$ cat src/rtl/cern_be_arb_pkg.sv
// Shared types and constants for the two-requester CERN-BE bus arbiter.
package cern_be_arb_pkg;

    typedef enum logic [1:0] {
        IDLE,
        BUSY,
        RESP
    } state_t;

    localparam logic DIR_RD = 1'b0;
    localparam logic DIR_WR = 1'b1;

    localparam int TIMEOUT_DEFAULT = 255;

endpackage

$ cat src/rtl/cern_be_rr_arb2.sv
// Combinational two-way round-robin picker: on a tie the requester that was
// not granted last time wins.
module cern_be_rr_arb2 (
    input  logic [1:0] req,
    input  logic       last_grant,
    output logic       grant
);

    // NOTE: every combinational output gets a default first so no path leaves it unassigned (no latch).
    always_comb begin
        grant = 1'b0;
        if (req == 2'b11) begin
            grant = ~last_grant;
        end else if (req[1]) begin
            grant = 1'b1;
        end
    end

endmodule

$ cat src/rtl/cern_be_arbiter.sv
// Shares one CERN-BE slave bus between two requesters with transaction-level
// round-robin arbitration and a watchdog that errors out unacknowledged accesses.
module cern_be_arbiter
    import cern_be_arb_pkg::*;
#(
    parameter int ADDR_W  = 16,
    parameter int DATA_W  = 32,
    parameter int TIMEOUT = TIMEOUT_DEFAULT
) (
    input  logic              aclk,
    input  logic              areset,

    input  logic [ADDR_W-1:0] m0_addr,
    input  logic [DATA_W-1:0] m0_wr_data,
    input  logic              m0_rd_mem,
    input  logic              m0_wr_mem,
    output logic [DATA_W-1:0] m0_rd_data,
    output logic              m0_rd_done,
    output logic              m0_wr_done,
    output logic              m0_err,

    input  logic [ADDR_W-1:0] m1_addr,
    input  logic [DATA_W-1:0] m1_wr_data,
    input  logic              m1_rd_mem,
    input  logic              m1_wr_mem,
    output logic [DATA_W-1:0] m1_rd_data,
    output logic              m1_rd_done,
    output logic              m1_wr_done,
    output logic              m1_err,

    output logic [ADDR_W-1:0] s_addr,
    output logic [DATA_W-1:0] s_wr_data,
    output logic              s_rd_mem,
    output logic              s_wr_mem,
    input  logic [DATA_W-1:0] s_rd_data,
    input  logic              s_rd_done,
    input  logic              s_wr_done
);

    localparam int CNT_W = (TIMEOUT > 2) ? $clog2(TIMEOUT) : 1;

    state_t              state;
    state_t              state_d;
    logic                last_grant;
    logic                owner;
    logic                dir;
    logic [CNT_W-1:0]    wd_cnt;
    logic [ADDR_W-1:0]   addr_q;
    logic [DATA_W-1:0]   wdata_q;
    logic [DATA_W-1:0]   rdata_q;
    logic                err_q;

    logic [1:0]          req;
    logic                grant;
    logic                grant_wr;
    logic                done_match;
    logic                wd_expire;
    logic                resp;

    assign req = {m1_rd_mem | m1_wr_mem, m0_rd_mem | m0_wr_mem};

    cern_be_rr_arb2 u_rr_arb2 (
        .req        (req),
        .last_grant (last_grant),
        .grant      (grant)
    );

    // A requester asserting both strobes gets its write served first.
    assign grant_wr   = grant ? m1_wr_mem : m0_wr_mem;
    assign done_match = (dir == DIR_RD) ? s_rd_done : s_wr_done;
    assign wd_expire  = (TIMEOUT != 0) && (wd_cnt == CNT_W'(TIMEOUT - 1));

    always_comb begin
        state_d = state;
        case (state)
            IDLE:    if (|req) state_d = BUSY;
            BUSY:    if (done_match || wd_expire) state_d = RESP;
            RESP:    state_d = IDLE;
            default: state_d = IDLE;
        endcase
    end

    // NOTE: sequential state uses non-blocking assignments so every flop samples pre-edge values.
    always_ff @(posedge aclk or posedge areset) begin
        if (areset) begin
            state      <= IDLE;
            last_grant <= 1'b1;
            owner      <= 1'b0;
            dir        <= DIR_RD;
            wd_cnt     <= '0;
            addr_q     <= '0;
            wdata_q    <= '0;
            rdata_q    <= '0;
            err_q      <= 1'b0;
        end else begin
            state <= state_d;
            case (state)
                IDLE: begin
                    if (|req) begin
                        owner      <= grant;
                        last_grant <= grant;
                        dir        <= grant_wr ? DIR_WR : DIR_RD;
                        addr_q     <= grant ? m1_addr : m0_addr;
                        wdata_q    <= grant ? m1_wr_data : m0_wr_data;
                        wd_cnt     <= '0;
                    end
                end
                BUSY: begin
                    // A real acknowledge beats a simultaneous watchdog expiry.
                    if (done_match) begin
                        rdata_q <= (dir == DIR_RD) ? s_rd_data : '0;
                        err_q   <= 1'b0;
                    end else if (wd_expire) begin
                        rdata_q <= '0;
                        err_q   <= 1'b1;
                    end else begin
                        wd_cnt <= wd_cnt + CNT_W'(1);
                    end
                end
                default: ;
            endcase
        end
    end

    assign resp      = (state == RESP);
    assign s_rd_mem  = (state == BUSY) && (dir == DIR_RD);
    assign s_wr_mem  = (state == BUSY) && (dir == DIR_WR);
    assign s_addr    = addr_q;
    assign s_wr_data = wdata_q;

    assign m0_rd_done = resp && !owner && (dir == DIR_RD);
    assign m0_wr_done = resp && !owner && (dir == DIR_WR);
    assign m0_err     = resp && !owner && err_q;
    assign m0_rd_data = (resp && !owner) ? rdata_q : '0;

    assign m1_rd_done = resp && owner && (dir == DIR_RD);
    assign m1_wr_done = resp && owner && (dir == DIR_WR);
    assign m1_err     = resp && owner && err_q;
    assign m1_rd_data = (resp && owner) ? rdata_q : '0;

endmodule

$ cat config.mk
export PLATFORM = sky130hd
export DESIGN_NAME = cern_be_arbiter
export DESIGN_NICKNAME = d
export VERILOG_FILES = /design/src/rtl/cern_be_arb_pkg.sv /design/src/rtl/cern_be_rr_arb2.sv /design/src/rtl/cern_be_arbiter.sv
export SDC_FILE = /design/constraint.sdc
export NUM_CORES = 1
export LEC_CHECK = 0
export CELL_PAD_IN_SITES_DETAIL_PLACEMENT = 0
export CELL_PAD_IN_SITES_GLOBAL_PLACEMENT = 1
export CORE_UTILIZATION = 28
export CTS_CLUSTER_DIAMETER = 150
export DETAILED_ROUTE_END_ITERATION = 10
export PLACE_DENSITY = 0.92
export REMOVE_ABC_BUFFERS = 1
export SYNTH_ARGS = -nofsm -noshare
export SYNTH_HDL_FRONTEND = slang
export SYNTH_SLANG_ARGS = --single-unit
$ cat constraint.sdc
create_clock -name aclk -period 4.1 [get_ports aclk]
set_input_delay 1.23 -clock aclk [delete_from_list [all_inputs] [get_ports aclk]]
set_output_delay 1.23 -clock aclk [all_outputs]
set_load 0.1 [all_outputs]
==> qor.yml <==
status: "completed"
crit_fanout: 2
cts_setup_buffers: 0
n_antenna_cell: 0
seqCellArea_um2: 2350
nFillCells: 1587
grt_pass1_wl_um: 22500
critical_path_class: "reg2out"
drv_slew: 0
start_util_pct: 28.8
antenna_found_initial: 0
critPathMaxStageDelay_ns: 1.15
die_w_um: 133
gp_congestion: 0.728
avgSynthCellArea_um2: 9.44
end_kind: "output port"
cts_hold_buf: 0
track_usage_pct: 16.2
drtAntennaViolNets: 0
cts_resized: 0
cp_slowest_cell: "clkdlybuf4s50_1"
critPathTopFamily: "buffers and inverters"
cts_tree: "built"
numPortBuffers: 255
max_freq_mhz: 323
clkTransAtPathRegs_ns: 0.06
ys_ff_latch: 94
ys_seq_area_share_pct: 49.2
via_per_inst: 4.55
num_vias: 4400
drc: 0
dr.pass1.iters: 4
mostFrequentLayoutCell: "clkdlybuf4s50_1"
rsz0062_at_grt: "no"
syn_inst: 507
ios: 256
worst-path-stages: 1
hpwl_um: 9980
slew_headroom_pct: 32.0
power_mw: 6.63
dieArea_um2: 17600
synth.distinct_cells: 39
worst_pin_slew_ns: 1.02
core-area_um2: 16600
hold_viol: 0
fin_crit_ns: 3.10
cp_data_arrival_time_ns: 1.87
root_buffer: "clkbuf_16"
clk_latency_ns: 0.34
die_h_um: 133
wl_per_cell_um: 14.1
drive_gt1_share_pct: 14.7
skew_ns: 0.00526
rows: 47
powerDensity_nw_per_um2: 861
holdPathStages: 2
grt_pass1_vias: 4353
cts_made_buffers: 9
drt_iter0_drc: 105
setup-violations-final: 0
clkSinkCount: 94
r2r_end: "wd_cnt[4]"
fin_util_pct: 46.2
power_leakage_nw: 3.44
rr_worst_depth: 5
overflow: 0
finalNetCount: 882
crit-reg2reg-launch: "state[0]"
ctsLongestPathBuffers: 2
multi_input_area_um2: 2160
reg2reg_slack_ns: 2.09
hold_class: "reg2reg"
wirelength_um: 13600
syn-cell-area_um2: 4790
grt_max_degree: 100
synthToLayoutAreaGrowth_pct: 60.7
path_buf_inv: 1
critPathLaunch: "s_wr_data[1]"
period_share_pct: 75.5
yosys_warnings: 0
cap_violations: 0
final_cell_mix: "clkdlybuf4s50_1, dfrtp_1, buf_4"
fin_tns_setup_ns: 0
crit_required_ns: 2.87
peakVddDrop_mv: 0.603
start_kind: "flip-flop"
cp_cell_sequence: "clkdlybuf4s50_1"
cp-endpoint: "s_wr_data[1]"
cts.htree.levels: 3
## report_power, final
| group | total (mW) | switching, mW | internal [mW] |
|---|---|---|---|
| logic | 4.15 | 3.10 | 1.05 |
| registers | 1.65 | 0.284 | 1.36 |
| clock network | 0.828 | 0.344 | 0.484 |
## layer usage
metal	share of wire (%)	global-route usage, %	vias up
li1	-	-	2185
met1	43	19.5	2023
met2	48	27.4	180
met3	7.9	4.75	12
met4	1.2	5.43	0
met5	0	0	-
## registers in the layout (all words and copies together) (netlist names)
name        count
dir             1
err_q           1
last_grant      1
owner           1
rdata_q        32
s_addr         16
s_wr_data      32
state           2
wd_cnt          8
## worst min path at each step
stage	startpoint	to
2_1_floorplan	err_q	err_q
3_3_place_gp	last_grant	last_grant
3_5_place_dp	last_grant	last_grant
4_1_cts	last_grant	last_grant
5_1_grt	last_grant	last_grant
6_report	last_grant	last_grant
## cells by family (layout without fill, tap and decap cells)
logic type      after synthesis  in the layout  synth area share, %
simple gates                181            181                 20.3
flops                        94             94                 49.2
fa+ha+maj                     2              2                0.523
compound gates              105            105                 12.8
mux                          50             50                 10.7
buf+inv                      75            316                 6.46
## per-stage QoR
step	instances	hold WS, ns	cell area, um^2	setup WS [ns]
floorplan	470	0.466	4620	-0.942
finish	968	0.509	7690	1.00
detailed placement	953	0.500	7400	0.844
global route	968	0.521	7690	0.922
CTS	968	0.509	7690	0.962
global placement	953	0.495	7400	0.884
## synth_stat cells
library cell,number,share of area [%]
dfrtp_1,93,49
and2_1,71,9.3
a21oi_1,52,5.4
nor2_1,51,4.0
mux2i_1,48,10
inv_1,38,3.0
o21ai_0,35,3.7
nand3_1,33,3.5
clkbuf_1,22,1.7
buf_2,9,0.94
o31ai_1,5,0.78
nor2b_1,4,0.52
and3_1,3,0.39
buf_1,3,0.24
nand2_1,3,0.24
nor4_1,3,0.39
o41ai_2,3,1.0
a211o_1,2,0.37
and4_1,2,0.37
buf_6,2,0.47
ha_1,2,0.52
nand2b_1,2,0.26
nand4_1,2,0.26
nor3b_1,2,0.31
o22ai_1,2,0.26
or2_1,2,0.26
a21o_1,1,0.16
a2bb2oi_4,1,0.55
a31oi_1,1,0.13
a41oi_1,1,0.18
clkbuf_2,1,0.10
dfstp_2,1,0.55
mux2_2,1,0.24
mux2i_4,1,0.47
nand3b_1,1,0.16
nor2_2,1,0.13
nor4_2,1,0.26
o21ai_1,1,0.10
o22a_1,1,0.18
## final cells by class
cell class	count	area share (%)
inverter	38	1.89
sequential	94	30.6
timing repair buffer	263	32.1
multi-input combinational	338	28.1
clock inverter	4	0.618
tap	220	3.58
clock buffer	11	3.15
No activity file was read; power rests on OpenSTA's default activity.
